==> src/rtl/riscv_pkg.sv <==
// Shared RV32I encoding definitions: format codes, opcodes, immediate ranges
// and the decoded-field bundle carried through the encoder pipeline.
package riscv_pkg;

  typedef enum logic [2:0] {
    FMT_R = 3'd0,
    FMT_I = 3'd1,
    FMT_S = 3'd2,
    FMT_B = 3'd3,
    FMT_U = 3'd4,
    FMT_J = 3'd5
  } fmt_e;

  localparam logic [6:0] OP     = 7'b0110011;
  localparam logic [6:0] OP_IMM = 7'b0010011;
  localparam logic [6:0] LOAD   = 7'b0000011;
  localparam logic [6:0] STORE  = 7'b0100011;
  localparam logic [6:0] BRANCH = 7'b1100011;
  localparam logic [6:0] LUI    = 7'b0110111;
  localparam logic [6:0] AUIPC  = 7'b0010111;
  localparam logic [6:0] JAL    = 7'b1101111;
  localparam logic [6:0] JALR   = 7'b1100111;

  localparam int signed IMM12_MIN = -2048;
  localparam int signed IMM12_MAX = 2047;
  localparam int signed IMMB_MIN  = -4096;
  localparam int signed IMMB_MAX  = 4094;
  localparam int signed IMMJ_MIN  = -1048576;
  localparam int signed IMMJ_MAX  = 1048574;

  typedef struct packed {
    logic [2:0]  fmt;
    logic [6:0]  opcode;
    logic [4:0]  rd;
    logic [4:0]  rs1;
    logic [4:0]  rs2;
    logic [2:0]  funct3;
    logic [6:0]  funct7;
    logic [31:0] imm;
  } fields_t;

endpackage

==> src/rtl/instr_encoder_imm_pack.sv <==
// Combinational packer: scatters fields and immediate into an RV32I word and
// flags encodings that cannot be represented; a flagged word is forced to zero.
module imm_pack
  import riscv_pkg::*;
(
  input  fields_t     fields_i,
  output logic [31:0] instr_o,
  output logic        err_o
);

  logic signed [31:0] imm_s;
  logic [31:0]        imm;
  logic [31:0]        word;
  logic               bad;

  assign imm   = fields_i.imm;
  assign imm_s = fields_i.imm;

  always_comb begin
    word = '0;
    bad  = 1'b0;
    case (fields_i.fmt)
      FMT_R: word = {fields_i.funct7, fields_i.rs2, fields_i.rs1, fields_i.funct3,
                     fields_i.rd, fields_i.opcode};
      FMT_I: begin
        word = {imm[11:0], fields_i.rs1, fields_i.funct3, fields_i.rd, fields_i.opcode};
        bad  = (imm_s < IMM12_MIN) || (imm_s > IMM12_MAX);
      end
      FMT_S: begin
        word = {imm[11:5], fields_i.rs2, fields_i.rs1, fields_i.funct3, imm[4:0],
                fields_i.opcode};
        bad  = (imm_s < IMM12_MIN) || (imm_s > IMM12_MAX);
      end
      FMT_B: begin
        word = {imm[12], imm[10:5], fields_i.rs2, fields_i.rs1, fields_i.funct3,
                imm[4:1], imm[11], fields_i.opcode};
        bad  = (imm_s < IMMB_MIN) || (imm_s > IMMB_MAX) || imm[0];
      end
      FMT_U: begin
        word = {imm[31:12], fields_i.rd, fields_i.opcode};
        bad  = (imm[11:0] != 12'd0);
      end
      FMT_J: begin
        word = {imm[20], imm[10:1], imm[11], imm[19:12], fields_i.rd, fields_i.opcode};
        bad  = (imm_s < IMMJ_MIN) || (imm_s > IMMJ_MAX) || imm[0];
      end
      default: bad = 1'b1;
    endcase
    // Every RV32I opcode has its two low bits set.
    if (fields_i.opcode[1:0] != 2'b11) bad = 1'b1;
  end

  assign err_o   = bad;
  assign instr_o = bad ? 32'h0000_0000 : word;

endmodule

==> src/rtl/instr_encoder.sv <==
// Two-stage elastic RV32I instruction encoder: S1 holds the decoded fields,
// S2 holds the packed word and its error flag; a saturating counter tallies errors.
module instr_encoder
  import riscv_pkg::*;
#(
  parameter int ERR_CNT_W = 16
) (
  input  logic                 clk,
  input  logic                 rst_n,
  input  logic                 in_valid,
  output logic                 in_ready,
  input  logic [2:0]           in_fmt,
  input  logic [6:0]           in_opcode,
  input  logic [4:0]           in_rd,
  input  logic [4:0]           in_rs1,
  input  logic [4:0]           in_rs2,
  input  logic [2:0]           in_funct3,
  input  logic [6:0]           in_funct7,
  input  logic [31:0]          in_imm,
  output logic                 out_valid,
  input  logic                 out_ready,
  output logic [31:0]          out_instr,
  output logic                 out_err,
  output logic [ERR_CNT_W-1:0] err_count
);

  fields_t                s1_q;
  logic                   s1_vld_q;
  logic                   s2_vld_q;
  logic [31:0]            s2_instr_q;
  logic                   s2_err_q;
  logic [ERR_CNT_W-1:0]   err_cnt_q, err_cnt_d;
  logic [31:0]            pack_instr;
  logic                   pack_err;
  logic                   in_acc, out_acc, s2_adv;

  assign out_acc  = s2_vld_q && out_ready;
  assign s2_adv   = s1_vld_q && (!s2_vld_q || out_ready);
  assign in_ready = !s1_vld_q || s2_adv;
  assign in_acc   = in_valid && in_ready;

  // S1: capture fields; data needs no reset because s1_vld_q guards it.
  always_ff @(posedge clk) begin
    if (in_acc) begin
      s1_q <= '{fmt: in_fmt, opcode: in_opcode, rd: in_rd, rs1: in_rs1, rs2: in_rs2,
                funct3: in_funct3, funct7: in_funct7, imm: in_imm};
    end
  end

  always_ff @(posedge clk or negedge rst_n) begin
    if (!rst_n)      s1_vld_q <= 1'b0;
    else if (in_acc) s1_vld_q <= 1'b1;
    else if (s2_adv) s1_vld_q <= 1'b0;
  end

  imm_pack u_imm_pack (
    .fields_i (s1_q),
    .instr_o  (pack_instr),
    .err_o    (pack_err)
  );

  // S2: packed word; held while valid and not accepted.
  always_ff @(posedge clk or negedge rst_n) begin
    if (!rst_n) begin
      s2_vld_q   <= 1'b0;
      s2_instr_q <= '0;
      s2_err_q   <= 1'b0;
    end else if (s2_adv) begin
      s2_vld_q   <= 1'b1;
      s2_instr_q <= pack_instr;
      s2_err_q   <= pack_err;
    end else if (out_acc) begin
      s2_vld_q   <= 1'b0;
    end
  end

  always_comb begin
    err_cnt_d = err_cnt_q;
    if (out_acc && s2_err_q && (err_cnt_q != '1)) err_cnt_d = err_cnt_q + ERR_CNT_W'(1);
  end

  always_ff @(posedge clk or negedge rst_n) begin
    if (!rst_n) err_cnt_q <= '0;
    else        err_cnt_q <= err_cnt_d;
  end

  assign out_valid = s2_vld_q;
  assign out_instr = s2_instr_q;
  assign out_err   = s2_err_q;
  assign err_count = err_cnt_q;

endmodule

==> config.mk <==
export PLATFORM = sky130hd
export DESIGN_NAME = instr_encoder
export DESIGN_NICKNAME = d
export VERILOG_FILES = /design/src/rtl/riscv_pkg.sv /design/src/rtl/instr_encoder_imm_pack.sv /design/src/rtl/instr_encoder.sv
export SDC_FILE = /design/constraint.sdc
export NUM_CORES = 1
export LEC_CHECK = 0
export ABC_AREA = 1
export CELL_PAD_IN_SITES_DETAIL_PLACEMENT = 1
export CELL_PAD_IN_SITES_GLOBAL_PLACEMENT = 2
export CORE_MARGIN = 10
export CORE_UTILIZATION = 34
export CTS_BUF_LIST = sky130_fd_sc_hd__clkbuf_8
export CTS_CLUSTER_DIAMETER = 50
export DETAILED_ROUTE_END_ITERATION = 8
export GPL_TIMING_DRIVEN = 1
export PLACE_DENSITY = 0.95
export SLEW_MARGIN = 20
export SYNTH_ARGS = -nofsm -noshare
export SYNTH_HDL_FRONTEND = slang
export SYNTH_HIERARCHICAL = 1
export SYNTH_SLANG_ARGS = --single-unit
==> constraint.sdc <==
create_clock -name clk -period 7.17 [get_ports clk]
set_input_delay 1.0755 -clock clk [delete_from_list [all_inputs] [get_ports clk]]
set_output_delay 1.0755 -clock clk [all_outputs]
set_load 0.005 [all_outputs]
# Word level (Yosys, flattened, before mapping)
# Cells that the tools add are included.
# word_totals
register_bits	118
wordCells	54
input_bits	71
out_inout_bits	51
# classes
magnitude_cmp	6
n_mux	8
eq_ne	7
reduce_logical	19
add_sub_neg	1
# ops
cell	n
case mux 32 bit (6 select lines)	1
> comparator 32 x 12 -> 1 bit (second input constant)	1
> comparator 32 x 13 -> 1 bit (second input constant)	1
> comparator 32 x 21 -> 1 bit (second input constant)	1
less-than comparator 32 x 12 -> 1 bit (second input constant)	1
less-than comparator 32 x 13 -> 1 bit (second input constant)	1
less-than comparator 32 x 21 -> 1 bit (second input constant)	1
2-to-1 mux 32 bit	1
adder 16 x 1 -> 16 bit (second input constant)	1
!= test 16 bit (second input constant)	1
nonzero test 12 bit	1
logical OR 1 bit	7
equality test 3 x 2 -> 1 bit (second input constant)	2
equality test 3 bit (second input constant)	2
logical AND 1 bit	5
2-to-1 mux 1 bit	5
case mux 1 bit (5 select lines)	1
nonzero test 2 bit	2
equality test 3 x 1 -> 1 bit (second input constant)	1
zero test 3 bit	1
zero test 1 bit	2
!= test 2 bit (second input constant)	1
OR reduction 2 bit	1

# Longest topological paths before layout
# Gate-level depths: netlist of the first run.
# logic_depth
word_depth	6
ltp_mapped	16
ltp_nobuf	15

# By module
# Netlist of the first run, hierarchy kept.
# modules_own_cells
mod	instances	area_per_inst_um2	cells_each
instr_encoder	1	4330.4	362
imm_pack	1	1123.6	224

# Least setup slack after synthesis of the first run
# OpenSTA, ideal clock, no wires.
# synth_path
kind	input to register
start	in out_ready
end	reg s1_q[0] (netlist bit), enable pin
path_stages	4
n_path_buf	0
required_ns	6.749
arrival_ns	2.608
setup_slack_ns	4.141
cell_sequence	inv_1 nand3_1 nand2_1 inv_1
# synth_between
elab_chain_len	4
# synth_rtl
item	line	text
from (decl)	instr_encoder.sv:21	input logic out_ready,
logical OR 1 bit	instr_encoder.sv:38	assign s2_adv = s1_vld_q && (!s2_vld_q || out_ready);
logical AND 1 bit	instr_encoder.sv:38	
logical OR 1 bit	instr_encoder.sv:39	assign in_ready = !s1_vld_q || s2_adv;
via in_ready	instr_encoder.sv:11	output logic in_ready,
logical AND 1 bit	instr_encoder.sv:40	assign in_acc = in_valid && in_ready;
via in_acc	instr_encoder.sv:35	logic in_acc, out_acc, s2_adv;
to (signal assigned)	instr_encoder.sv:45	s1_q <= '{fmt: in_fmt, opcode: in_opcode, rd: in_rd, rs1: in_rs1, rs2: in_rs2,
to (decl)	instr_encoder.sv:27	fields_t s1_q;
# The timed path passes the listed nets, and every way through them passes these cells.
# A chain may end at the register's enable or synchronous reset.

# Worst setup path after layout of the first run
# layout_path
start	in out_ready
end	reg s2_err_q, in the netlist out_err
# layout_between
elab_chain_len	2
# layout_rtl
item	line	text
logical OR 1 bit	instr_encoder.sv:38	
logical AND 1 bit	instr_encoder.sv:38	
to (signal assigned)	instr_encoder.sv:71	s2_err_q <= pack_err;
to (decl)	instr_encoder.sv:31	logic s2_err_q;
# Every way passes these cells.

==> results of run 1 <==
## through the flow
stage / util (%) / cells
2_1_floorplan: - / 586
3_3_place_gp: 43.30 / 913
3_5_place_dp: 43.30 / 913
4_1_cts: 45.83 / 945
5_1_grt: 45.83 / 945
6_report: 45.83 / 945
## power breakdown
group	internal, µW	switching [µW]
registers	788	59.7
logic	135	146
clock network	354	260
total	1280	465
## cell usage in the layout, fill, tap and decap left out, types with 4 or more instances in the layout
master             n
a221oi_1           9
nand2_1          198
o21ai_0           10
nor3_1             4
nand3b_1           4
inv_1             67
edfxtp_1          67
clkinv_2           5
dfrtp_1           51
clkbuf_8          19
nor2_2            25
clkdlybuf4s50_1  120
nor2_1            68
nand2_2           10
nand3_1           17
a22o_1             6
nand4_1           10
o22ai_1            4
mux2i_1            4
## how the worst max path moves through the flow
stage	cells past startpoint	start	endpoint	slack (ns)
6_report	6	out_ready	out_err$_DFFE_PN0P_	3.81
2_1_floorplan	4	out_ready	s1_q[0]$_DFFE_PP_	4.14
3_3_place_gp	6	out_ready	out_err$_DFFE_PN0P_	3.57
5_1_grt	6	out_ready	out_err$_DFFE_PN0P_	3.50
3_5_place_dp	6	out_ready	out_err$_DFFE_PN0P_	3.31
4_1_cts	6	out_ready	out_err$_DFFE_PN0P_	3.75
## Yosys cell counts, drive strengths merged
cell type / count
a211oi: 2
a21oi: 2
inv: 68
o21bai: 1
dfrtp: 51
nand4: 10
nor2: 96
xor2: 2
edfxtp: 67
nand3: 17
buf: 10
nand3b: 4
xnor2: 1
nand2: 209
ha: 1
nor4: 1
a22o: 6
o21ai: 14
clkinv: 1
o22ai: 4
a221oi: 9
clkbuf: 2
nor3: 4
mux2i: 4
## sequential cells by signal, summed over array words and instances (netlist names)
signal     count
s1_q          67
out_instr     32
err_count     16
out_err        1
out_valid      1
s1_vld_q       1
## worst max-delay path, delay by kind of cell
kind	cells	cell delay [ns]
buf+inv	3	1.53
compound gates	1	0.47
simple gates	2	0.58
## area by class of cell
class / count / area, µm² / share of cell area (%)
well taps: 216 / 270.3 / 3.726
repair buffers: 123 / 1221 / 16.84
multi-input cells: 387 / 1815 / 25.03
clock buffers: 19 / 261.5 / 3.605
flip-flops and latches: 118 / 3288 / 45.33
clock inverters: 13 / 137.6 / 1.898
inverters: 69 / 259.0 / 3.571
## logic make-up (layout without fill, tap and decap cells)
| family | count (synthesis) | in the layout | synth area share (%) |
|---|---|---|---|
| AO/OA/AOI/OAI | 38 | 38 | 4.955 |
| AND/OR/NAND/NOR | 341 | 341 | 26.89 |
| buffers and inverters | 81 | 224 | 6.424 |
| adder cells (fa/ha/maj) | 1 | 1 | 0.2294 |
| multiplexers | 4 | 4 | 0.7341 |
| flip-flops | 118 | 118 | 60.29 |
| XOR/XNOR | 3 | 3 | 0.4818 |
## metal layers
metal  GRT usage [%]  wire, µm
met1           16.48      6532
met2           26.02      8007
met3           4.574       927
met4           5.606       256
met5               0         0
==> results.tsv, run 1 <==
stage	metric	value	unit
worst_setup_path	regToRegSetupSlack	4.56	ns
cts	clk_pin_slew	0.07	ns
cts	cts_setup_buffers	0	
global_route	grt_pass1_vias	4963	
synth	syn-num-nets	658	
hold_path	worst_hold_path.endpoint	out_instr[1]$_DFFE_PN0P_	
cts	clock_latency	0.43	ns
finish	n_fill_cell	1804	
pwr	p_per_area	240.2	nW/µm²
sta	setup_slack	3.813	ns
global_route	grt_max_degree	68	
worst_setup_path	setup.worst_path.start_class	input port	
sta	max_freq	297.8	MHz
routing	routed_wl	15.72	mm
worst_setup_path	worstSetupEndpointType	flip-flop	
synth	synth_cells	586	
floorplan	die_area	21510	µm²
worst_setup_path	crit_required	7.47	ns
finish	drive_gt1_share	10.43	%
finish	diodes	0	
sta	min_period_over_period	46.83	%
worst_setup_path	arrival	3.66	ns
finish	syn2layout_area_growth	32.99	%
floorplan	fp.dieW	146.7	µm
synth	yosysUniqueCellTypes	35	
sta	worst_slew_pin_slew	0.9894	ns
global_route	gr-total-overflow	0	
routing	post_drt_wl_per_cell	16.64	µm
cts	cts_buffer_depth	2	
global_route	grt_first_pass_wirelength	25.61	mm
sta	relSlewSlack	33.63	%
worst_setup_path	worstPathCellList	clkdlybuf4s50_1, inv_1, nand2_1, nand2_2, clkinv_1, o21ai_0	
cts	htree_levels	4	
floorplan	rows	46	
job	drv_cap	0	
synth	yosys-top-cells-area	edfxtp_1, dfrtp_1, nand2_1	
global_route	grt_use_total	14.85	%
finish	fin_area	7253	µm²
cts	cts.sinks	118	
routing	firstDrtPassIters	4	
sta	tns	0	ns
floorplan	core	15830	µm²
worst_setup_path	r2r_cells	4	
place	place.gp.congestion	0.8561	
hold_path	min_path_type	flip-flop to flip-flop	
outcome	status	complete, no violations	
worst_setup_path	slowest_delay	0.99	ns
worst_setup_path	cp_slowest_cell	clkinv_1	
worst_setup_path	r2r_end	out_err$_DFFE_PN0P_	
sta	finalHoldViolCount	0	
routing	drtAntennaViolNets	0	
synth	yosys.area.top_type	edfxtp_1	
synth	syn_area	5454	µm²
sta	hold_ws	0.4779	ns
place	dpl.hpwl	12.17	mm
sta	rsz0062_at_grt	no	
sta	setup_viol	0	
routing	drt_iter0_markers	217	
cts	cts_made_buffers	17	
cts	cts_resized	0	
routing	vias	4399	
sta	finalMaxSlewViolations	0	
worst_setup_path	rr_startpoint	out_valid$_DFFE_PN0P_	
place	placed_area	6854	µm²
pwr	peakVddDrop	0.1371	mV
synth	avgSynthCellArea	9.307	µm²
cts	hold_buffers	0	
routing	route.detailed.drc	0	
floorplan	die_y	146.7	µm
cts	clock-root-buffer	clkbuf_8	
place	numPortBuffers	121	
hold_path	hold_depth	2	
synth	ys_warn_count	6	
floorplan	initial_core_util	34.46	%
global_route	antenna_found_initial	0	
hold_path	hp-start	out_instr[1]$_DFFE_PN0P_	
pwr	power.total	1742	µW
synth	yosys.area.top_type_share	36.89	%
sta	period_minus_slack	3.357	ns
floorplan	io-pin-count	122	
cts	cts_tree	built	
worst_setup_path	critPathMaxFanout	34	
pwr	p_leak	0.003134	µW
routing	post_drt_via_cell_ratio	4.655	
synth	synth.ff_latch_count	118	
place	dp_slack	3.315	ns
finish	fin_nets	788	
worst_setup_path	worstSetupPathType	input port to flip-flop	
synth	ys_seq_area_share	60.29	%
sta	clock_skew	0.01284	ns
Power figures use the tool's default switching activity.
==> run 2: changes to the inputs <==
- CORE_UTILIZATION: 34 -> 28
- PLACE_DENSITY: 0.95 -> 0.87
- clock period: 7.17 -> 3 ns (I/O delays scaled with it)
==> results.tsv, run 2 (synthesis results as in run 1) <==
stage	metric	value	unit	change
outcome	status	complete, no violations		
sta	period_minus_slack	2.114	ns	
pwr	p_leak	0.003127	µW	-0.23%
routing	drt_iter0_markers	190		-12%
place	numPortBuffers	121		unchanged
finish	syn2layout_area_growth	34.30	%	
routing	firstDrtPassIters	4		unchanged
global_route	grt_use_total	12.91	%	-1.9 points
cts	htree_levels	4		unchanged
floorplan	die_y	159.6	µm	+8.8%
cts	clock-root-buffer	clkbuf_8		
sta	finalMaxSlewViolations	0		unchanged
sta	min_period_over_period	70.46	%	
routing	drtAntennaViolNets	0		unchanged
finish	layout_common_cells	nand2_1, clkdlybuf4s50_1, nor2_1		
finish	final_util	38.64	%	-7.2 points
worst_setup_path	arrival	2.45	ns	-1.21 ns
global_route	gr-total-overflow	0		unchanged
sta	relSlewSlack	61.27	%	+28 points
worst_setup_path	setup.worst_path.start_class	flip-flop		
sta	max_freq	473.1	MHz	
finish	top_register	s1_q		
finish	n_fill_cell	2186		+21%
cts	cts_made_buffers	17		unchanged
finish	final_common_cell	nand2_1		
worst_setup_path	slowest_delay	0.59	ns	-0.40 ns
global_route	grt_max_degree	60		-12%
cts	clk_pin_slew	0.08	ns	about the same
floorplan	fp.dieW	159.6	µm	+8.8%
cts	cts_buffer_depth	2		unchanged
routing	routed_wl	16.23	mm	+3.2%
place	dpl.hpwl	12.37	mm	+1.7%
place	place.gp.congestion	0.8379		-2.1%
finish	diodes	0		unchanged
job	drv_cap	0		unchanged
cts	cts_tree	built		
routing	vias	4381		-0.41%
sta	clock_skew	0.01630	ns	+0.003457 ns
global_route	grt_first_pass_wirelength	26.23	mm	+2.4%
sta	rsz0062_at_grt	no		
global_route	antenna_found_initial	0		unchanged
routing	post_drt_wl_per_cell	16.36	µm	-1.7%
sta	worst_slew_pin_slew	0.5804	ns	-0.4090 ns
routing	post_drt_via_cell_ratio	4.416		-5.1%
global_route	grt_pass1_vias	4805		-3.2%
pwr	p_per_area	562.8	nW/µm²	+130%
finish	fin_nets	792		+0.51%
pwr	peakVddDrop	0.3138	mV	+130%
worst_setup_path	worstSetupEndpointType	flip-flop		
floorplan	rows	50		+8.7%
sta	tns	0	ns	unchanged
worst_setup_path	worstSetupPathType	flip-flop to flip-flop		
finish	largest_reg_flops	67		unchanged
floorplan	io-pin-count	122		unchanged
routing	route.detailed.drc	0		unchanged
floorplan	core	18960	µm²	+20%
cts	cts.sinks	118		unchanged
hold_path	min_path_type	input port to async pin		
sta	finalHoldViolCount	0		unchanged
worst_setup_path	worstPathCellList	nor2_1, nand2_1, nand2_1, nand2_1, nor2_1, nor2_4, nand2_4, nor2_1, nand2_1, nand2_1		
floorplan	initial_core_util	28.77	%	-5.7 points
worst_setup_path	path_common_cell	nand2_1		
sta	setup_viol	0		unchanged
worst_setup_path	crit_required	3.34	ns	-4.13 ns
finish	drive_gt1_share	10.66	%	+0.23 points
cts	cts_setup_buffers	0		unchanged
worst_setup_path	critPathMaxFanout	33		-2.9%
worst_setup_path	cp_slowest_cell	edfxtp_1		
sta	hold_ws	0.4742	ns	-0.003650 ns
floorplan	die_area	25460	µm²	+18%
cts	clock_latency	0.45	ns	+0.02 ns
run 2: cell types whose count changed in the layout (fill, tap and decap cells not counted), sizes merged:
cell         before  now
buf               3    6
dlygate4sd3       0    1
clkbuf           19   17
clkinvlp          1    4
clkinv            8    4
bufinv            3    2
inv              70   73
run 2: final cells by class:
| cell class | instances | area (µm²) | area share [%] |
|---|---|---|---|
| multi-input combinational | 387 | 1815 | 24.79 |
| inverter | 69 | 259.0 | 3.536 |
| sequential | 118 | 3288 | 44.89 |
| clock inverter | 14 | 136.4 | 1.862 |
| tap | 260 | 325.3 | 4.441 |
| timing repair buffer | 127 | 1266 | 17.29 |
| clock buffer | 17 | 234.0 | 3.194 |
run 2: critical path, delay by kind of cell (launching register included):
kind,cells,cell delay (ns)
AND/OR/NAND/NOR,10,1.41
flip-flops,1,0.59
run 2: layer usage:
layer / up-vias / routed length (µm) / track usage (%)
li1: 2152 / - / -
met1: 2109 / 7289 / 15.63
met2: 105 / 7845 / 20.95
met3: 15 / 887 / 4.570
met4: 0 / 209 / 4.086
met5: - / 0 / 0
run 2: what timing repair did:
item                      CTS  global route
gates resized for setup     0             0
hold endpoints to repair   14             0
hold buffers                1             0
run 2: worst paths after layout:
path	startpoint	endpoint	slack [ns]	cells past startpoint
setup / recovery	s1_q[66]$_DFFE_PP_	out_instr[20]$_DFFE_PN0P_	0.89	10
hold / removal	rst_n	out_instr[23]$_DFFE_PN0P_	0.47	2
setup reg to reg	s1_q[66]$_DFFE_PP_	out_instr[20]$_DFFE_PN0P_	0.89	10
hold reg to reg	out_instr[22]$_DFFE_PN0P_	out_instr[22]$_DFFE_PN0P_	0.48	2
max in group asynchronous	rst_n	out_instr[4]$_DFFE_PN0P_	1.88	3
min in group clk	out_instr[22]$_DFFE_PN0P_	out_instr[22]$_DFFE_PN0P_	0.48	2
run 2: where the power goes:
group          switching (µW)  leakage, µW  internal (µW)
clock                     681     0.000182            725
sequential                146      0.00134           1880
combinational             356      0.00161            333
run 2: stage by stage:
step | worst slack (ns) | power (µW) | cell area (µm²) | instances
6_report | 0.8861 | 4122 | 7325 | 992
5_1_grt | 0.6290 | 4361 | 7325 | 992
4_1_cts | 0.8624 | 4200 | 7325 | 992
3_5_place_dp | 0.7859 | 2768 | 6944 | 960
3_3_place_gp | 0.8217 | 2742 | 6944 | 960
2_1_floorplan | 0.5966 | 2351 | 5454 | 586
==> run 3: changes to the inputs <==
- clock period: 3 -> 1.9 ns (I/O delays scaled with it)
==> results.tsv, run 3 (synthesis results as in run 1) <==
stage	metric	value	unit	change
outcome	status	complete, no violations		
floorplan	die_y	159.6	µm	unchanged
sta	worst_slew_pin_slew	0.4286	ns	-0.1518 ns
sta	period_minus_slack	1.825	ns	-0.2885 ns
global_route	grt_pass1_vias	4782		-0.48%
routing	post_drt_via_cell_ratio	4.292		-2.8%
finish	top_register	s1_q		
worst_setup_path	r2r_cells	11		+1
finish	layout_common_cells	nand2_1, clkdlybuf4s50_1, inv_1		
pwr	peakVddDrop	0.3940	mV	+26%
pwr	power.total	6306	µW	+53%
routing	route.detailed.drc	0		unchanged
finish	syn2layout_area_growth	38.75	%	
sta	min_period_over_period	96.07	%	+26 points
finish	final-seq-area	3288	µm²	unchanged
finish	instances_no_fill	1014		+2.2%
finish	n_fill_cell	2203		+0.78%
routing	vias	4352		-0.66%
place	dpl.hpwl	12.44	mm	+0.61%
cts	cts.sinks	118		unchanged
sta	setup_viol	0		unchanged
worst_setup_path	r2r_end	out_instr[22]$_DFFE_PN0P_		
sta	tns	0	ns	unchanged
worst_setup_path	rr_startpoint	s1_q[65]$_DFFE_PP_		
global_route	grt_first_pass_wirelength	25.61	mm	-2.4%
global_route	grt_max_degree	41		-32%
floorplan	core	18960	µm²	unchanged
sta	max_freq	547.8	MHz	+16%
place	dpl.cell_count	974		+1.5%
place	numPortBuffers	121		unchanged
sta	clock_skew	0.01071	ns	-0.005591 ns
sta	finalMaxSlewViolations	0		unchanged
finish	final_common_cell	nand2_1		
worst_setup_path	setup.worst_path.start_class	flip-flop		
pwr	p_per_area	833.3	nW/µm²	+48%
floorplan	io-pin-count	122		unchanged
cts	cts_tree	built		
worst_setup_path	critPathMaxFanout	19		-42%
cts	htree_levels	4		unchanged
place	place.gp.congestion	0.8246		-1.6%
finish	multi_input_area	1883	µm²	+3.7%
cts	clk_pin_slew	0.07	ns	about the same
routing	routed_wl	15.89	mm	-2.1%
floorplan	rows	50		unchanged
cts	clock_latency	0.43	ns	-0.02 ns
sta	rsz0062_at_grt	yes		
sta	finalHoldViolCount	0		unchanged
sta	relSlewSlack	71.42	%	+10 points
worst_setup_path	worstSetupPathType	flip-flop to flip-flop		
hold_path	min_path_type	input port to async pin		
worst_setup_path	arrival	2.15	ns	-0.30 ns
routing	post_drt_wl_per_cell	15.67	µm	-4.3%
pwr	p_leak	0.003254	µW	+4.1%
finish	final_util	39.92	%	+1.3 points
routing	firstDrtPassIters	6		+2
global_route	gr-total-overflow	0		unchanged
global_route	antenna_found_initial	0		unchanged
finish	largest_reg_flops	67		unchanged
job	drv_cap	0		unchanged
worst_setup_path	worstSetupEndpointType	flip-flop		
cts	cts_made_buffers	17		unchanged
routing	drt_iter0_markers	183		-3.7%
cts	clock-root-buffer	clkbuf_8		
finish	fin_nets	813		+2.7%
global_route	grt_use_total	12.55	%	-0.36 points
finish	diodes	0		unchanged
worst_setup_path	regToRegSetupSlack	0.07	ns	-0.81 ns
floorplan	fp.dieW	159.6	µm	unchanged
cts	cts_buffer_depth	2		unchanged
routing	drtAntennaViolNets	0		unchanged
worst_setup_path	crit_required	2.22	ns	-1.12 ns
floorplan	die_area	25460	µm²	unchanged
finish	drive_gt1_share	15.78	%	+5.1 points
floorplan	initial_core_util	28.77	%	unchanged
[run 3: cell count changes in the layout (fill, tap and decap cells not counted), moves of 3 or more]
cell,change
buf_4,+16
clkinvlp_4,-3
inv_6,-3
inv_1,+3
nor2_1,-19
clkinv_2,+3
nor2_2,+19
buf_12,+5
[run 3: worst max-delay path by stage]
stage                          start                         to  slack [ns]  cells after the start
2_1_floorplan  out_valid$_DFFE_PN0P_          s1_q[0]$_DFFE_PP_       -0.07                      3
3_3_place_gp      s1_q[65]$_DFFE_PP_  out_instr[22]$_DFFE_PN0P_        0.11                     11
3_5_place_dp      s1_q[14]$_DFFE_PP_  out_instr[16]$_DFFE_PN0P_        0.07                     14
4_1_cts           s1_q[14]$_DFFE_PP_  out_instr[16]$_DFFE_PN0P_        0.05                     14
5_1_grt            s1_q[2]$_DFFE_PP_  out_instr[25]$_DFFE_PN0P_       -0.07                     15
6_report          s1_q[65]$_DFFE_PP_  out_instr[22]$_DFFE_PN0P_        0.07                     11
[run 3: critical path, cell delays in order, from the launching register on]
cell	delay [ns]
edfxtp_1	0.48
nor2_4	0.24
nand2_1	0.11
nand2_1	0.11
nand2_1	0.06
nor2_1	0.20
nor2_4	0.07
nand2_4	0.10
buf_12	0.18
nor2_1	0.06
nand2_1	0.07
nand2_1	0.05
[run 3: routing by layer]
metal / wire length (µm) / global-route usage, % / part of all wire [%] / up-vias
li1: - / - / - / 2195
met1: 6947 / 15.08 / 44 / 2046
met2: 7908 / 21.07 / 50 / 96
met3: 825 / 3.950 / 5.2 / 15
met4: 204 / 3.538 / 1.3 / 0
met5: 0 / 0 / 0 / -
[run 3: per-stage QoR]
step / cell area [µm²] / hold slack, ns / setup WS, ns
final: 7567 / 0.3209 / 0.07461
after global routing: 7567 / 0.3415 / -0.07338
after CTS: 7455 / 0.3139 / 0.04727
after detailed placement: 7123 / 0.2588 / 0.07216
after global placement: 7123 / 0.2389 / 0.1057
after floorplan: 5465 / -0.01059 / -0.06599
[run 3: area by class of cell]
class / count / share of cell area (%)
clock buffer: 17 / 3.092
tap: 260 / 4.299
sequential: 118 / 43.45
multi-input combinational: 387 / 24.88
timing repair buffer: 148 / 19.64
inverter: 69 / 3.472
clock inverter: 15 / 1.157
[run 3: repair_timing]
item | 4_1_cts | 5_1_grt
hold endpoints to repair | 14 | 0
resized for setup | 0 | 24
hold buffers | 1 | 0
setup buffers | 0 | 7
setup endpoints to repair | 0 | 33
[run 3: power by group]
group	leakage, µW	internal (µW)	switching (µW)
Combinational	0.00173	595	580
Clock	0.000190	973	961
Sequential	0.00134	2970	227
